## config.mk

```make
export PLATFORM = sky130hd
export DESIGN_NAME = move_sequencer
export DESIGN_NICKNAME = d
export VERILOG_FILES = /design/src/rtl/move_sequencer.sv
export SDC_FILE = /design/constraint.sdc
export NUM_CORES = 1
export LEC_CHECK = 0
export CORE_MARGIN = 2
export CORE_UTILIZATION = 35
export DETAILED_ROUTE_END_ITERATION = 10
export SLEW_MARGIN = 20
export SYNTH_ARGS = -nofsm -noshare
export SYNTH_HDL_FRONTEND = slang
export SYNTH_SLANG_ARGS = --single-unit
```

## constraint.sdc

```tcl
create_clock -name CLK -period 6.32 [get_ports CLK]
set_input_delay 1.264 -clock CLK [delete_from_list [all_inputs] [get_ports CLK]]
set_output_delay 1.264 -clock CLK [all_outputs]
set_load 0.02 [all_outputs]
```

## src/rtl/move_sequencer.sv

```systemverilog
// Move descriptor FIFO plus tick sequencer that feeds the step-timing datapath.
// Runs one move at a time: a load strobe, then one tick per divided clock period.
module move_sequencer #(
    parameter int MOVE_BUFFER_BITS = 2,
    parameter int W                = 64,
    parameter int DIV_W            = 24
) (
    input  logic                      CLK,
    input  logic                      resetn,
    input  logic                      move_valid,
    output logic                      move_ready,
    input  logic [W-1:0]              move_duration,
    input  logic [W-1:0]              move_increment,
    input  logic [W-1:0]              move_incrementincrement,
    input  logic                      move_dir,
    input  logic [DIV_W-1:0]          clock_divisor,
    input  logic                      abort,
    output logic                      load,
    output logic                      tick,
    output logic                      move_done,
    output logic [W-1:0]              cur_increment,
    output logic [W-1:0]              cur_incrementincrement,
    output logic                      cur_dir,
    output logic                      active,
    output logic [MOVE_BUFFER_BITS:0] queue_count
);

    localparam int DEPTH = 1 << MOVE_BUFFER_BITS;

    localparam logic [MOVE_BUFFER_BITS:0]   CNT_ZERO = {(MOVE_BUFFER_BITS+1){1'b0}};
    localparam logic [MOVE_BUFFER_BITS:0]   CNT_ONE  = (MOVE_BUFFER_BITS+1)'(1'b1);
    localparam logic [MOVE_BUFFER_BITS:0]   CNT_FULL = {1'b1, {MOVE_BUFFER_BITS{1'b0}}};
    localparam logic [MOVE_BUFFER_BITS-1:0] PTR_ZERO = {MOVE_BUFFER_BITS{1'b0}};
    localparam logic [MOVE_BUFFER_BITS-1:0] PTR_ONE  = MOVE_BUFFER_BITS'(1'b1);
    localparam logic [W-1:0]                VAL_ZERO = {W{1'b0}};
    localparam logic [W-1:0]                VAL_ONE  = W'(1'b1);
    localparam logic [DIV_W-1:0]            DIV_ZERO = {DIV_W{1'b0}};
    localparam logic [DIV_W-1:0]            DIV_ONE  = DIV_W'(1'b1);
    localparam logic [DIV_W-1:0]            DIV_TWO  = DIV_W'(2'd2);

    typedef enum logic [1:0] {
        ST_IDLE = 2'd0,
        ST_LOAD = 2'd1,
        ST_RUN  = 2'd2
    } state_t;

    logic [W-1:0]                dur_mem_r    [DEPTH];
    logic [W-1:0]                inc_mem_r    [DEPTH];
    logic [W-1:0]                incinc_mem_r [DEPTH];
    logic                        dir_mem_r    [DEPTH];
    logic [MOVE_BUFFER_BITS-1:0] wr_ptr_r;
    logic [MOVE_BUFFER_BITS-1:0] rd_ptr_r;
    logic [MOVE_BUFFER_BITS:0]   count_r;

    state_t                      state_r;
    logic [W-1:0]                rem_r;
    logic [DIV_W-1:0]            div_r;
    logic [DIV_W-1:0]            d_r;
    logic                        chain_r;
    logic                        load_r;
    logic                        tick_r;
    logic                        done_r;
    logic                        active_r;
    logic [W-1:0]                cur_inc_r;
    logic [W-1:0]                cur_incinc_r;
    logic                        cur_dir_r;

    logic                        move_ready_s;
    logic                        push_s;
    logic                        pop_s;
    logic [W-1:0]                head_dur_s;
    logic [W-1:0]                head_inc_s;
    logic [W-1:0]                head_incinc_s;
    logic                        head_dir_s;
    logic [DIV_W-1:0]            d_eff_s;
    logic [DIV_W-1:0]            div_first_s;

    // Handshake, FIFO head and effective divisor decode.
    always_comb begin
        move_ready_s  = (count_r < CNT_FULL) && !abort;
        push_s        = move_valid && move_ready_s;
        pop_s         = (state_r == ST_LOAD) && (count_r != CNT_ZERO) && !abort;
        head_dur_s    = dur_mem_r[rd_ptr_r];
        head_inc_s    = inc_mem_r[rd_ptr_r];
        head_incinc_s = incinc_mem_r[rd_ptr_r];
        head_dir_s    = dir_mem_r[rd_ptr_r];
        if (clock_divisor < DIV_TWO) begin
            d_eff_s = DIV_TWO;
        end else begin
            d_eff_s = clock_divisor;
        end
        // A chained move already spent one cycle in LOAD, so keep the cadence unbroken.
        if (chain_r) begin
            div_first_s = d_eff_s - DIV_ONE;
        end else begin
            div_first_s = d_eff_s;
        end
    end

    // Move FIFO storage, pointers and occupancy.
    always_ff @(posedge CLK or negedge resetn) begin
        if (!resetn) begin
            wr_ptr_r <= PTR_ZERO;
            rd_ptr_r <= PTR_ZERO;
            count_r  <= CNT_ZERO;
            for (int i = 0; i < DEPTH; i++) begin
                dur_mem_r[i]    <= VAL_ZERO;
                inc_mem_r[i]    <= VAL_ZERO;
                incinc_mem_r[i] <= VAL_ZERO;
                dir_mem_r[i]    <= 1'b0;
            end
        end else if (abort) begin
            wr_ptr_r <= PTR_ZERO;
            rd_ptr_r <= PTR_ZERO;
            count_r  <= CNT_ZERO;
        end else begin
            if (push_s) begin
                dur_mem_r[wr_ptr_r]    <= move_duration;
                inc_mem_r[wr_ptr_r]    <= move_increment;
                incinc_mem_r[wr_ptr_r] <= move_incrementincrement;
                dir_mem_r[wr_ptr_r]    <= move_dir;
                wr_ptr_r               <= wr_ptr_r + PTR_ONE;
            end
            if (pop_s) begin
                rd_ptr_r <= rd_ptr_r + PTR_ONE;
            end
            case ({push_s, pop_s})
                2'b10:   count_r <= count_r + CNT_ONE;
                2'b01:   count_r <= count_r - CNT_ONE;
                default: count_r <= count_r;
            endcase
        end
    end

    // Sequencer FSM: load, divided tick generation and per-move downcount.
    always_ff @(posedge CLK or negedge resetn) begin
        if (!resetn) begin
            state_r      <= ST_IDLE;
            rem_r        <= VAL_ZERO;
            div_r        <= DIV_ZERO;
            d_r          <= DIV_ZERO;
            chain_r      <= 1'b0;
            load_r       <= 1'b0;
            tick_r       <= 1'b0;
            done_r       <= 1'b0;
            active_r     <= 1'b0;
            cur_inc_r    <= VAL_ZERO;
            cur_incinc_r <= VAL_ZERO;
            cur_dir_r    <= 1'b0;
        end else if (abort) begin
            state_r  <= ST_IDLE;
            rem_r    <= VAL_ZERO;
            div_r    <= DIV_ZERO;
            chain_r  <= 1'b0;
            load_r   <= 1'b0;
            tick_r   <= 1'b0;
            done_r   <= 1'b0;
            active_r <= 1'b0;
        end else begin
            load_r <= 1'b0;
            tick_r <= 1'b0;
            done_r <= 1'b0;
            case (state_r)
                ST_IDLE: begin
                    active_r <= 1'b0;
                    chain_r  <= 1'b0;
                    if (count_r != CNT_ZERO) begin
                        state_r <= ST_LOAD;
                    end else begin
                        state_r <= ST_IDLE;
                    end
                end
                ST_LOAD: begin
                    if (!pop_s) begin
                        active_r <= 1'b0;
                        state_r  <= ST_IDLE;
                    end else if (head_dur_s == VAL_ZERO) begin
                        // Zero-length moves are discarded silently.
                        active_r <= 1'b0;
                        if ((count_r > CNT_ONE) || push_s) begin
                            state_r <= ST_LOAD;
                        end else begin
                            state_r <= ST_IDLE;
                        end
                    end else begin
                        cur_inc_r    <= head_inc_s;
                        cur_incinc_r <= head_incinc_s;
                        cur_dir_r    <= head_dir_s;
                        rem_r        <= head_dur_s;
                        d_r          <= d_eff_s;
                        div_r        <= div_first_s;
                        load_r       <= 1'b1;
                        active_r     <= 1'b1;
                        state_r      <= ST_RUN;
                    end
                end
                ST_RUN: begin
                    if (div_r == DIV_ONE) begin
                        tick_r <= 1'b1;
                        div_r  <= d_r;
                        rem_r  <= rem_r - VAL_ONE;
                        if (rem_r == VAL_ONE) begin
                            done_r  <= 1'b1;
                            chain_r <= 1'b1;
                            if ((count_r != CNT_ZERO) || push_s) begin
                                state_r <= ST_LOAD;
                            end else begin
                                state_r <= ST_IDLE;
                            end
                        end else begin
                            state_r <= ST_RUN;
                        end
                    end else begin
                        div_r <= div_r - DIV_ONE;
                    end
                end
                default: begin
                    active_r <= 1'b0;
                    state_r  <= ST_IDLE;
                end
            endcase
        end
    end

    assign move_ready             = move_ready_s;
    assign load                   = load_r;
    assign tick                   = tick_r;
    assign move_done              = done_r;
    assign active                 = active_r;
    assign cur_increment          = cur_inc_r;
    assign cur_incrementincrement = cur_incinc_r;
    assign cur_dir                = cur_dir_r;
    assign queue_count            = count_r;

endmodule

```

* After elaboration in Yosys (flattened, before gate mapping)
Cells that the tools add are included.
** Word-level totals
- Bits in read-only memories :: 0
- Input bits :: 221
- Register bits after elaboration :: 1027
- Memories kept :: 0
- Latch bits :: 0
- Output and inout port bits :: 137
- Word-level logic and storage cells :: 144
- Bits in writable memories :: 0
** Operators by class
- Muxes and demuxes :: 64
- Shifts and indexed selects :: 0
- Magnitude comparators :: 6
- Equal/unequal tests :: 11
- Bitwise logic cells :: 4
- Add/sub/neg operators :: 7
- Reductions and logical operators :: 21
- Div/mod/pow operators :: 0
- Multiply operators :: 0
** Operators by type and width (number)
- $bwmux W256 :: 3
- $mux W64 :: 11
- $bmux W64 S2 :: 3
- $mux W24 :: 6
- $demux W64 S2 :: 1
- $pmux W64 S2 :: 1
- $eq A64 B1 Y1 const B :: 1
- $logic_not A64 Y1 :: 1
- $sub A64 B1 Y64 const B :: 1
- $pmux W24 S2 :: 1
- $sub A24 B1 Y24 const B :: 2
- $eq A24 B1 Y1 const B :: 1
- $lt A24 B2 Y1 const B :: 1
- $mux W1 :: 21
- $mux W2 :: 9
- $ne A3 B3 Y1 const B :: 4
- $reduce_bool A3 Y1 :: 4
- $reduce_and A4 Y1 :: 2
- $ge A3 B3 Y1 const B :: 2
- $not A2 Y3 :: 2
- $pmux W2 S3 :: 1
- $pmux W3 S2 :: 1
- $reduce_and A3 Y1 :: 2
- $logic_and A1 B1 Y1 :: 5
- 20 further kinds :: 27

* Longest topological paths before layout
- Word-level depth :: 9
- Gate-level depth with buffers :: 13
- Mapped depth without buffers :: 12

* Worst setup path before layout
OpenSTA, ideal clock, no wires.
- Kind :: input to register
- Start point :: input port clock_divisor[10]
- End point :: register div_r[18]
- Setup time :: 138 ps
- Stages on the path :: 12
- Path slack :: 2036 ps
- Arrival :: 4146 ps
- Path through :: or4_1 nor4_1 nand3_1 nand2_1 ha_1 nand3b_1 or2_2 or4_1 nor4_1 xor2_1 mux2i_1 o22ai_1
** On the way
- Word-level cells in the longest chain between the ends :: 8
** Ends and longest elaborated chain
- start, declared :: line 16 : input logic [DIV_W-1:0] clock_divisor,
- $lt A24 B2 Y1 :: line 87 : if (clock_divisor < DIV_TWO) begin
- $mux W24 * :: line 87
- $sub A24 B1 Y24 :: line 94 : div_first_s = d_eff_s - DIV_ONE;
- $mux W24 * :: line 93 : if (chain_r) begin
- $mux W24 * :: line 177 : end else if (head_dur_s == VAL_ZERO) begin
- $mux W24 * :: line 174 : if (!pop_s) begin
- $pmux W24 S2 * :: line 163 : case (state_r)
- $mux W24 * :: line 150 : end else if (abort) begin
- end signal, assigned :: line 191 : div_r <= div_first_s;
- end signal, assigned :: line 200 : div_r <= d_r;
- end signal, assigned :: line 214 : div_r <= div_r - DIV_ONE;
- end, declared :: line 57 : logic [DIV_W-1:0] div_r;
Every way passes the cells marked *; elsewhere a longest branch is shown, timed or not. The select of a mux whose other input is x is not followed.
A chain may end at the register's enable or synchronous reset.

* Final worst setup path
- Start point :: register rd_ptr_r[0]
- End point :: register rem_r[27]
** On the way
- Word-level cells in the longest chain between the ends :: 8
** Ends and longest elaborated chain
- start, declared :: line 52 : logic [MOVE_BUFFER_BITS-1:0] rd_ptr_r;
- start signal, assigned :: line 125 : rd_ptr_r <= rd_ptr_r + PTR_ONE;
- $not A2 Y3 (not written as such) * :: line 83 : head_dur_s = dur_mem_r[rd_ptr_r];
- $bmux W64 S2 * :: line 83
- $mux W64 (not written as such) * (2 in series) :: line 83
- branches (longest 4 deep; another with $logic_not A64 Y1)
- end signal, assigned :: line 189 : rem_r <= head_dur_s;
- end signal, assigned :: line 201 : rem_r <= rem_r - VAL_ONE;
- end, declared :: line 56 : logic [W-1:0] rem_r;
Every way passes the cells marked *. The select of a mux whose other input is x is not followed.

==> impl_results.md <==
* Synthesized cell area at about 47000 um^2
* PortBufs at around 360
* Critical Path AT at about 5.3 ns
* Hold-fix buffers, CTS at 0
* Final Hold Vio Count at 0
* Syn nets at ~3400
* Placed Cells incl. Taps at roughly 5000
* Final wirelength at 120000 um
* Setup bufs post-CTS at 0
* Chip height at between 300 and 400 um
* Cell Rows at approximately 130
* Max cap viols at 0
* Setup TNS at 0 ns
* Worst-margin pin slew at around 1.0 ns
* Detail Route Antenna Nets at 0
* Final setup violation count at 0
* Tot Pwr at about 27 mW
* Core box area at between 100000 and 150000 um^2
* Hpwl dp at around 75000 um
* Largest net degree at the start of global routing at between 100 and 150
* RSZ-0062 raised after global routing: no
* Max H-tree Level at 3
* Part of the Yosys area used for sequential elements at a little under three fifths
* Full die area at approximately 140000 um^2
* Clock sinks at around 1000
* Clock transition at path regs at ~0.06 ns
* Cells after Synth at between 3000 and 4000
* Status: complete, no violations
* Avg WL per Cell at roughly 23 um
* Max clock buf depth at 3
* Post_cts resized at 0
* Achievable Freq at 211 MHz
* Worst Skew at between 0.06 and 0.07 ns
* Via Count at approximately 28000
* Final period util at approximately three quarters
* Post-synthesis async set-or-reset flop share at 100%
* #FFs+latches synth at roughly 1000
* Share of cells above drive strength 1 at roughly 39%
* Count of final max-slew check failures at 0
* Kind of critical path: flop to flop
* CP required at just under 7 ns
* Drt first pass iters at 5
* Leakage Power at roughly 23 nW
* Area grow syn2layout at 20.7%
* Vias per cell at roughly 5.3
* Gpl congestion at 0.857
* Sw Share at between 30% and 40%
* DRC Markers at 0
* Post-synth top flop: dfrtp_1
* Initial Util at a little over a third
* EDFF count, synth at 0
* Int Pwr at between 15 and 20 mW
* Post-synthesis average cell area at between 10 and 15 um^2
* Fin util at 42.7%
* Crit end category: flop
* Yosys warns at 0
* Starting DRT DRC Count at about 1600
* DP Worst Slack at 1.04 ns
* First-pass GRT wire length at between 150000 and 200000 um
* Final Worst Setup Slack at around 1.6 ns
* Finished Layout Cells at between 5000 and 6000
* Pwr per Cell Area at 480 nW/um^2
* CTS Buf Count at 114
* Die X at 369 um
* Count of different cell masters after synthesis at 70
* CP Max Fanout at 55
* Total Nets Final at about 3700
* IO Pins at roughly 360
* FILL cells at roughly 12000
* Vias in the first global route at roughly 30000
* Clk Tree Root Cell: clkbuf_16
* Sequential Power Share at about two fifths
* CTS tree: yes
* Worst setup SP type: flop
* Clock Power Share at a little over a quarter
* Tightest Hold Check Type: flop to flop
* Net Sw Power at ~8.4 mW
* Comb power frac at 33.0%
* Skew-Pair Late Insertion Delay at 0.74 ns
* Initial antenna violation count at 21
* Gr ovfl total at 0
* Maximum VDD drop at roughly 0.33 mV
* All-layer global routing usage at 17.6%
* Slew HR at between 30% and 40%
* Fin crit period at roughly 4.7 ns
[placed cells by master, fill, tap and decap left out, types with 9 or more instances in the layout]
cell type	n
o2bb2ai_1	13
dfrtp_1	1025
a211oi_1	12
nand3_1	19
mux2_4	124
buf_4	40
nor3_1	51
a31oi_1	11
clkbuf_16	114
mux2_2	801
xor2_1	18
clkdlybuf4s50_1	355
nand2_1	109
o41ai_1	11
clkbuf_1	22
mux2i_1	13
nand4_1	10
xnor2_1	25
nor2_1	85
o31ai_1	14
clkbuf_8	27
o21ai_0	69
or3_1	24
nor4_1	48
or4_1	17
bufinv_16	16
o32ai_1	9
o22ai_1	25
ha_1	13
inv_1	16
mux4_2	193
buf_12	19
a21oi_1	72
clkinv_2	19
[metrics by stage]
| step | hold WS (ns) | cell area [um^2] |
|---|---|---|
| detailed placement | 0.473 | 52200 |
| global route | 0.510 | 56300 |
| CTS | 0.487 | 56200 |
| finish | 0.477 | 56300 |
| global placement | 0.467 | 52200 |
| floorplan | 0.450 | 46600 |
[Yosys cell counts (7+ instances only)]
library cell  number  area [um^2]
xor2_1            18          158
o32ai_1            9         78.8
dfrtp_1         1027        25700
a21oi_1           72          360
o2bb2ai_1         13          114
inv_1             16         60.1
o31ai_1           14          105
a31oi_1           11         68.8
mux2_2           801         9020
o22ai_1           25          156
o41ai_1           11         96.3
nand2_1          109          409
buf_2             11         55.1
mux4_2           193         4350
and3_1            10         62.6
mux2_4           124         1860
or3_1             24          150
buf_1             15         56.3
nand3_1           19         95.1
o21ai_0           69          345
or4_1             17          128
a211oi_1          12         90.1
nand4_1           10         62.6
clkbuf_1         168          631
xnor2_1           25          219
ha_1              13          163
nor4_1            48          300
nor2_1            87          327
nor3_1            51          255
o211ai_1           7         52.6
mux2i_1           13          130
buf_6             16          180
[critical path: stages (launching register included)]
cell	delay [ns]
dfrtp_4	0.87
buf_12	0.32
mux4_2	0.58
nor4_1	0.61
nand4_1	0.25
nor4_2	0.46
o21ai_4	0.09
buf_4	0.33
nor2_1	0.80
o21ai_0	0.21
[metal layers]
| metal | vias to the layer above | share of wire, % | global-route usage [%] | routed length [um] |
|---|---|---|---|---|
| met5 | - | 0.15 | 0 | 176 |
| met4 | 30 | 2.2 | 4.54 | 2690 |
| met3 | 196 | 6.8 | 5.16 | 8160 |
| met2 | 712 | 48 | 28.6 | 57400 |
| met1 | 15000 | 43 | 22.9 | 51400 |
| li1 | 12500 | - | - | - |
[cell families (layout without fill, tap and decap cells)]
family                     Yosys count  in the layout  synth area share (%)
other                                0              5                     0
buffers and inverters              229            643                  2.16
DFF                               1027           1027                  55.2
adders and majority gates           13             13                 0.349
and+or+nand+nor                    407            407                  4.37
AOI/OAI and AO/OA                  299            299                  4.21
xor gates and xnor gates            43             43                 0.808
muxes                             1131           1131                  33.0
[layout make-up]
type                       instances  area (um^2)  share of cell area (%)
timing repair buffer             416         4250                    7.56
sequential                      1027        25700                    45.7
tap                             1755         2200                    3.90
multi-input combinational       1893        19900                    35.4
inverter                          16         60.1                   0.107
clock inverter                    48          785                    1.39
clock buffer                     163         3310                    5.88
antenna                            5         12.5                  0.0222
[state kept, by name (all words and copies together), names as in the netlist, 3 cells and up]
signal                  count
queue_count                 3
div_r                      24
inc_mem_r                 256
incinc_mem_r              256
dir_mem_r                   4
d_r                        24
rem_r                      64
cur_increment              64
cur_incrementincrement     64
dur_mem_r                 256
[final timing paths]
kind,start,endpoint,slack (ns),depth (start not counted)
setup / recovery,rd_ptr_r[0],rem_r[27],1.59,9
hold / removal,active,active,0.48,1
setup reg to reg,rd_ptr_r[0],rem_r[27],1.59,9
hold reg to reg,active,active,0.48,1
max in group asynchronous,resetn,d_r[12],4.30,2
min in group asynchronous,resetn,dur_mem_r[175],0.61,1
[power groups by stage]
stage,clock (mW),combinational [mW],sequential [mW]
2_1_floorplan,0,6.03,11.0
3_3_place_gp,0,8.79,11.0
3_5_place_dp,0,8.94,11.1
4_1_cts,7.35,8.97,11.0
5_1_grt,7.63,9.59,11.4
6_report,7.14,8.91,11.0
(Power assumes the default switching activity.)
